$ cat src/rtl/axis_img_frame_rx.sv
// Receives a DMA control packet carrying frame geometry, then re-frames the
// following MM2S pixel beats as a video stream (tuser = start of frame, tlast = end of line).
module axis_img_frame_rx #(
    parameter int          DATA_WIDTH  = 32,
    parameter int          CNTRL_WIDTH = 32,
    parameter logic [31:0] HDR_TAG     = 32'hA0000000
) (
    input  logic                     s_axis_mm2s_aclk,
    input  logic                     s_axis_mm2s_areset,
    input  logic                     s_axis_cntrl_tvalid,
    output logic                     s_axis_cntrl_tready,
    input  logic                     s_axis_cntrl_tlast,
    input  logic [CNTRL_WIDTH-1:0]   s_axis_cntrl_tdata,
    input  logic [CNTRL_WIDTH/8-1:0] s_axis_cntrl_tkeep,
    input  logic                     s_axis_mm2s_tvalid,
    output logic                     s_axis_mm2s_tready,
    input  logic [DATA_WIDTH-1:0]    s_axis_mm2s_tdata,
    input  logic [DATA_WIDTH/8-1:0]  s_axis_mm2s_tkeep,
    input  logic                     s_axis_mm2s_tlast,
    output logic                     m_axis_video_tvalid,
    input  logic                     m_axis_video_tready,
    output logic [DATA_WIDTH-1:0]    m_axis_video_tdata,
    output logic                     m_axis_video_tuser,
    output logic                     m_axis_video_tlast,
    output logic [11:0]              img_width,
    output logic [11:0]              img_height,
    output logic                     frame_busy,
    output logic                     frame_done,
    output logic                     hdr_err
);

    typedef enum logic [1:0] {
        S_IDLE  = 2'd0,
        S_CNTRL = 2'd1,
        S_DATA  = 2'd2,
        S_DRAIN = 2'd3
    } state_t;

    state_t                  r_state;
    state_t                  w_state_nxt;
    logic                    r_first;
    logic [11:0]             r_width;
    logic [11:0]             r_height;
    logic [11:0]             r_x;
    logic [11:0]             r_y;
    logic                    r_cntrl_rdy;
    logic                    r_busy;
    logic                    r_done;
    logic                    r_err;
    logic                    r_vvalid;
    logic [DATA_WIDTH-1:0]   r_vdata;
    logic                    r_vuser;
    logic                    r_vlast;

    logic                    w_cntrl_fire;
    logic                    w_mm2s_rdy;
    logic                    w_pix_fire;
    logic                    w_tag_ok;
    logic [11:0]             w_geom_w;
    logic [11:0]             w_geom_h;
    logic                    w_geom_zero;
    logic                    w_x_end;
    logic                    w_y_end;
    logic                    w_err_nxt;
    logic                    w_done_nxt;
    logic                    w_frame_start;
    logic                    w_unused;

    // Sideband that carries no information here: framing is purely count-based.
    assign w_unused = ^{s_axis_cntrl_tkeep, s_axis_mm2s_tkeep, s_axis_mm2s_tlast};

    assign w_cntrl_fire = s_axis_cntrl_tvalid && r_cntrl_rdy;
    assign w_mm2s_rdy   = (r_state == S_DATA) && (!r_vvalid || m_axis_video_tready);
    assign w_pix_fire   = s_axis_mm2s_tvalid && w_mm2s_rdy;
    assign w_tag_ok     = (s_axis_cntrl_tdata[31:0] == HDR_TAG);
    // A tlast on word 1 must be judged on that beat's geometry, not the stale latch.
    assign w_geom_h     = r_first ? s_axis_cntrl_tdata[31:20] : r_height;
    assign w_geom_w     = r_first ? s_axis_cntrl_tdata[19:8]  : r_width;
    assign w_geom_zero  = (w_geom_w == 12'd0) || (w_geom_h == 12'd0);
    assign w_x_end      = (r_x == r_width - 12'd1);
    assign w_y_end      = (r_y == r_height - 12'd1);

    always_ff @(posedge s_axis_mm2s_aclk or posedge s_axis_mm2s_areset) begin
        if (s_axis_mm2s_areset) begin
            r_state <= S_IDLE;
        end else begin
            r_state <= w_state_nxt;
        end
    end

    always_comb begin
        w_state_nxt = r_state;
        case (r_state)
            S_IDLE: begin
                if (w_cntrl_fire && !s_axis_cntrl_tlast) begin
                    w_state_nxt = w_tag_ok ? S_CNTRL : S_DRAIN;
                end else begin
                    w_state_nxt = S_IDLE;
                end
            end
            S_CNTRL: begin
                if (w_cntrl_fire && s_axis_cntrl_tlast) begin
                    w_state_nxt = w_geom_zero ? S_IDLE : S_DATA;
                end else begin
                    w_state_nxt = S_CNTRL;
                end
            end
            S_DRAIN: begin
                if (w_cntrl_fire && s_axis_cntrl_tlast) begin
                    w_state_nxt = S_IDLE;
                end else begin
                    w_state_nxt = S_DRAIN;
                end
            end
            S_DATA: begin
                if (w_pix_fire && w_x_end && w_y_end) begin
                    w_state_nxt = S_IDLE;
                end else begin
                    w_state_nxt = S_DATA;
                end
            end
            default: w_state_nxt = S_IDLE;
        endcase
    end

    always_comb begin
        w_err_nxt     = 1'b0;
        w_done_nxt    = 1'b0;
        w_frame_start = 1'b0;
        case (r_state)
            S_IDLE: begin
                if (w_cntrl_fire) begin
                    w_err_nxt = !w_tag_ok || s_axis_cntrl_tlast;
                end else begin
                    w_err_nxt = 1'b0;
                end
            end
            S_CNTRL: begin
                if (w_cntrl_fire && s_axis_cntrl_tlast) begin
                    w_err_nxt     = w_geom_zero;
                    w_frame_start = !w_geom_zero;
                end else begin
                    w_err_nxt     = 1'b0;
                    w_frame_start = 1'b0;
                end
            end
            S_DATA: begin
                if (w_pix_fire) begin
                    w_done_nxt = w_x_end && w_y_end;
                end else begin
                    w_done_nxt = 1'b0;
                end
            end
            default: begin
                w_err_nxt = 1'b0;
            end
        endcase
    end

    always_ff @(posedge s_axis_mm2s_aclk or posedge s_axis_mm2s_areset) begin
        if (s_axis_mm2s_areset) begin
            r_cntrl_rdy <= 1'b0;
            r_busy      <= 1'b0;
            r_done      <= 1'b0;
            r_err       <= 1'b0;
        end else begin
            r_cntrl_rdy <= (w_state_nxt != S_DATA);
            r_busy      <= (w_state_nxt == S_DATA);
            r_done      <= w_done_nxt;
            r_err       <= w_err_nxt;
        end
    end

    always_ff @(posedge s_axis_mm2s_aclk or posedge s_axis_mm2s_areset) begin
        if (s_axis_mm2s_areset) begin
            r_first  <= 1'b0;
            r_width  <= 12'd0;
            r_height <= 12'd0;
        end else if (w_cntrl_fire && (r_state == S_IDLE)) begin
            r_first <= w_tag_ok && !s_axis_cntrl_tlast;
        end else if (w_cntrl_fire && (r_state == S_CNTRL)) begin
            r_first <= 1'b0;
            if (r_first) begin
                r_height <= s_axis_cntrl_tdata[31:20];
                r_width  <= s_axis_cntrl_tdata[19:8];
            end
        end
    end

    always_ff @(posedge s_axis_mm2s_aclk or posedge s_axis_mm2s_areset) begin
        if (s_axis_mm2s_areset) begin
            r_x <= 12'd0;
            r_y <= 12'd0;
        end else if (w_frame_start) begin
            r_x <= 12'd0;
            r_y <= 12'd0;
        end else if (w_pix_fire) begin
            if (w_x_end) begin
                r_x <= 12'd0;
                r_y <= r_y + 12'd1;
            end else begin
                r_x <= r_x + 12'd1;
            end
        end
    end

    // Single-entry output register; a load in the same cycle as a drain keeps it full.
    always_ff @(posedge s_axis_mm2s_aclk or posedge s_axis_mm2s_areset) begin
        if (s_axis_mm2s_areset) begin
            r_vvalid <= 1'b0;
            r_vdata  <= {DATA_WIDTH{1'b0}};
            r_vuser  <= 1'b0;
            r_vlast  <= 1'b0;
        end else if (w_pix_fire) begin
            r_vvalid <= 1'b1;
            r_vdata  <= s_axis_mm2s_tdata;
            r_vuser  <= (r_x == 12'd0) && (r_y == 12'd0);
            r_vlast  <= w_x_end;
        end else if (m_axis_video_tready) begin
            r_vvalid <= 1'b0;
        end
    end

    assign s_axis_cntrl_tready = r_cntrl_rdy;
    assign s_axis_mm2s_tready  = w_mm2s_rdy;
    assign m_axis_video_tvalid = r_vvalid;
    assign m_axis_video_tdata  = r_vdata;
    assign m_axis_video_tuser  = r_vuser;
    assign m_axis_video_tlast  = r_vlast;
    assign img_width           = r_width;
    assign img_height          = r_height;
    assign frame_busy          = r_busy;
    assign frame_done          = r_done;
    assign hdr_err             = r_err;

endmodule

$ cat config.mk
export PLATFORM = sky130hd
export DESIGN_NAME = axis_img_frame_rx
export DESIGN_NICKNAME = d
export VERILOG_FILES = /design/src/rtl/axis_img_frame_rx.sv
export SDC_FILE = /design/constraint.sdc
export NUM_CORES = 1
export LEC_CHECK = 0
export ABC_AREA = 0
export ABC_CLOCK_PERIOD_IN_PS = 7000
export CAP_MARGIN = 30
export CORE_ASPECT_RATIO = 1.4
export CORE_UTILIZATION = 40
export DETAILED_ROUTE_END_ITERATION = 12
export GPL_TIMING_DRIVEN = 0
export PLACE_DENSITY = 0.73
export SYNTH_ARGS = -nofsm -noshare
export SYNTH_HDL_FRONTEND = slang
export SYNTH_SLANG_ARGS = --single-unit
export TNS_END_PERCENT = 30
$ cat constraint.sdc
create_clock -name s_axis_mm2s_aclk -period 7 [get_ports s_axis_mm2s_aclk]
set_input_delay 1.4 -clock s_axis_mm2s_aclk [delete_from_list [all_inputs] [get_ports s_axis_mm2s_aclk]]
set_output_delay 1.4 -clock s_axis_mm2s_aclk [all_outputs]
set_load 0.05 [all_outputs]
=== Word-level counts from Yosys, hierarchy flattened ===
Cells that the tools add are included.

* Flip-flop bits (word level): 90
* Input bits: 79
* Output and inout port bits: 64
* Word-level logic and storage cells: 83

* $add $sub $neg: 4
* Eq/ne operators: 8
* Muxes and demuxes: 26
* Bitwise logic cells: 1
* Reduce and logical (&&, ||, !) cells: 30

{| class="wikitable"
|+ Operators by type and width
! operator !! count
|-
| $mux W12 || 8
|-
| $logic_not A12 Y1 || 4
|-
| $eq A32 B32 Y1 const B || 1
|-
| $add A12 B1 Y12 const B || 2
|-
| $eq A12 B12 Y1 || 2
|-
| $sub A12 B1 Y12 const B || 2
|-
| $logic_and A1 B1 Y1 || 12
|-
| $mux W2 || 6
|-
| $mux W1 || 10
|-
| $pmux W2 S4 || 1
|-
| $reduce_bool A2 Y1 || 4
|-
| $eq A2 B2 Y1 const B || 3
|-
| $logic_not A1 Y1 || 4
|-
| $reduce_and A2 Y1 || 2
|-
| $logic_or A1 B1 Y1 || 3
|-
| $eq A2 B1 Y1 const B || 1
|-
| $logic_not A2 Y1 || 1
|-
| $ne A2 B2 Y1 const B || 1
|-
| $pmux W1 S2 || 1
|-
| $not A1 Y1 || 1
|}

=== Longest topological paths before layout ===
* Depth after elaboration: 9
* Gate-level depth with buffers: 12
* Mapped depth without buffers: 9

=== Worst setup path before layout ===
No wires, ideal clock.

* Path type: input to output
* From: input port m_axis_video_tready
* To: output port s_axis_mm2s_tready
* Arrival time: 2.651 ns
* Slack: 2.949 ns
* Cell stages on the path: 2
* Path buffers: 0
* Cells stage by stage: inv_1 > a21boi_0

* Longest elaborated chain between the ends: 2

{| class="wikitable"
|+ RTL lines
! item !! line !! RTL
|-
| from (decl) || 21 || <nowiki>input logic m_axis_video_tready,</nowiki>
|-
| $logic_or A1 B1 Y1 || 73 || <nowiki>assign w_mm2s_rdy = (r_state == S_DATA) && (!r_vvalid || m_axis_video_tready);</nowiki>
|-
| $logic_and A1 B1 Y1 || 73 ||
|-
| to (decl) || 16 || <nowiki>output logic s_axis_mm2s_tready,</nowiki>
|}

Every way passes these cells.

=== Worst setup path after layout ===
Same ends and word-level chain as after synthesis.

==> results_dict.tcl <==
set metrics [dict create \
    status "completed" \
    n_fill_cell 1045 \
    fin_crit_sh 0.643 \
    drive_gt1_frac 0.0929 \
    drtIter0Drc 184 \
    nNetsFinal 759 \
    crit_arrival_ns 3.10 \
    grt_pass1_vias 4540 \
    die_area_um2 12700 \
    area_delta_synth_final_pct 38.3 \
    grt_usage 0.218 \
    cp_cell_sequence "clkdlybuf4s50_1, inv_1, a21boi_0, clkdlybuf4s50_1" \
    wl_met2_um 7070 \
    syn_nets 614 \
    slowest_delay_ns 0.90 \
    gp_congestion 0.856 \
    ys_seq_area_frac 0.459 \
    initial_core_util 0.413 \
    cts_setup_buffers 0 \
    diodes 0 \
    first_pass_iters 5 \
    synth_largest_area_cell "dfrtp_1" \
    cts_tree "done" \
    die_y_um 133 \
    rsz0062_at_grt "no" \
    crit_path_end_kind "primary output" \
    synth_edf_count 0 \
    cap_violations 0 \
    fin_worst_skew_ns 0.00652 \
    worst_pin_slew_ns 0.586 \
    post_drt_wl_per_cell_um 15.7 \
    path_clk_slew_ns 0.07 \
    grt-ovfl-total 0 \
    placementRows 47 \
    synth_top_area_frac 0.459 \
    die_w_um 95.6 \
    cts_buffers 9 \
    num_vias 4521 \
    routed_wirelength_um 12900 \
    vias_per_cell 5.48 \
    synth.avg_cell_area_um2 9.27 \
    synth_common_cells "nand2_1 (114), dfrtp_1 (90), nor2_1 (30), mux2_2 (25), xnor2_1 (22)" \
    dp_slack_ns 2.54 \
    hp-class "register to register" \
    ir_worst_vdd_uv 263 \
    fin_tns_setup_ns 0 \
    synthCells 529 \
    ctsLongestPathBuffers 2 \
    leakagePower_uw 0.00312 \
    synth_cell_types 59 \
    pwr_density_cell_nw_per_um2 296 \
    m1WireLength_um 5010 \
    cp.required_ns 5.60 \
    core_area_um2 11900 \
    ys.flop_type "dfrtp_1" \
    yosysMostFrequentCell "nand2_1" \
    cts_root_buf "clkbuf_16" \
    routed-wl-met3_um 558 \
    hold_viol_final 0 \
    cpMostUsedCell "clkdlybuf4s50_1" \
    clock.fmax_mhz 222 \
    routed.top_layer "met4" \
    finalCriticalPeriod_ns 4.50 \
    crit_slowest_cell "clkdlybuf4s50_1" \
    cp-start-kind "input pin" \
    cts.sinks 90 \
    drc 0 \
    grt_max_degree 57 \
    antenna_found_initial 0 \
    ctsHoldBuffers 0 \
    ioPinCount 143 \
    path_class "input pin to primary output" \
    yosysWarnings 0 \
    fin_ws_ns 2.50 \
    grt_pass1_wl_um 21700 \
    crit_fanout 3 \
    clock_latency_ns 0.34 \
    netlist_area_um2 4900 \
    setup_viol 0 \
    synth_seq_cells 90 \
    relSlewSlack 0.610 \
    final_antenna_net_count 0 \
    ys_async_sr_fraction 1.00 \
    io_buffers 133 \
    synthTopCellsByArea "dfrtp_1 (46%), nand2_1 (8.7%), mux2_2 (5.7%)" \
    cts_resized 0 \
    htreeDepth 3 \
    dp_hpwl_um 9730 \
    finalMaxSlewViolations 0 \
]
[critical path, delay by kind of cell]
family / cells / cell delay (ns)
compound gates: 1 / 0.30
buf+inv: 3 / 1.40
[kinds of logic after synthesis]
| logic type | after synthesis | synth area share |
|---|---|---|
| muxes | 26 | 0.0595 |
| adders and majority gates | 6 | 0.0153 |
| DFF | 90 | 0.459 |
| AOI/OAI and AO/OA | 68 | 0.0988 |
| xor gates and xnor gates | 40 | 0.0730 |
| and+or+nand+nor | 251 | 0.254 |
| buffers and inverters | 48 | 0.0398 |
[where the power goes]
| part | switching, uW | internal (uW) | leakage, uW |
|---|---|---|---|
| sequential | 64.9 | 624 | 0.00115 |
| clock | 201 | 347 | 0.000163 |
| combinational | 507 | 263 | 0.00180 |
[worst paths after layout]
path / startpoint / end / slack (ns) / cells past startpoint
hold reg to reg: m_axis_video_tdata[19] / m_axis_video_tdata[19] / 0.47 / 2
hold / removal: m_axis_video_tdata[19] / m_axis_video_tdata[19] / 0.47 / 2
setup reg to reg: img_width[0] / r_state[1] / 4.07 / 11
min in group asynchronous: s_axis_mm2s_areset / r_y[8] / 1.44 / 2
max in group asynchronous: s_axis_mm2s_areset / r_x[11] / 4.94 / 3
setup / recovery: m_axis_video_tready / s_axis_mm2s_tready / 2.50 / 4
[layout make-up]
cell class / count / area, um2 / share of cell area
buffer: 27 / 116 / 0.0172
multi-input combinational: 391 / 2450 / 0.362
sequential: 90 / 2250 / 0.332
tap: 147 / 184 / 0.0271
timing repair buffer: 134 / 1360 / 0.200
inverter: 21 / 81.3 / 0.0120
clock buffer: 10 / 229 / 0.0338
clock inverter: 5 / 104 / 0.0153
[layer usage]
metal / vias to the layer above / GRT usage
met5: - / 0
met3: 28 / 0.0437
li1: 2134 / -
met2: 131 / 0.393
met4: 0 / 0.0680
met1: 2228 / 0.252
[through the flow]
stage          cell area (um2)  total power (uW)  instances   util  hold slack [ns]
6_report                  6780              2010        825  0.571            0.475
3_5_place_dp              6450              1470        810  0.543            0.461
3_3_place_gp              6420              1450        809  0.540            0.457
5_1_grt                   6780              2090        825  0.571            0.504
2_1_floorplan             4900              1180        529      -            0.552
4_1_cts                   6780              2020        825  0.571            0.478
[cell usage in the layout (no fill, tap or decap), types with 13 or more instances in the layout]
cell type        count
nand2_1            114
inv_1               20
nor4_1              14
mux2_2              25
clkbuf_1            18
nor2_1              30
nand4_1             16
nand3_1             16
clkdlybuf4s50_1    133
xor2_1              17
dfrtp_1             90
a21oi_1             13
xnor2_1             22
[registers in the layout, summed over array words and instances, names as in the netlist]
| register | flops |
|---|---|
| r_state | 2 |
| s_axis_cntrl_tready | 1 |
| frame_done | 1 |
| m_axis_video_tvalid | 1 |
| r_y | 12 |
| frame_busy | 1 |
| m_axis_video_tuser | 1 |
| hdr_err | 1 |
| r_x | 12 |
| r_first | 1 |
| m_axis_video_tlast | 1 |
| img_height | 12 |
| img_width | 12 |
| m_axis_video_tdata | 32 |
(Power assumes the default switching activity.)
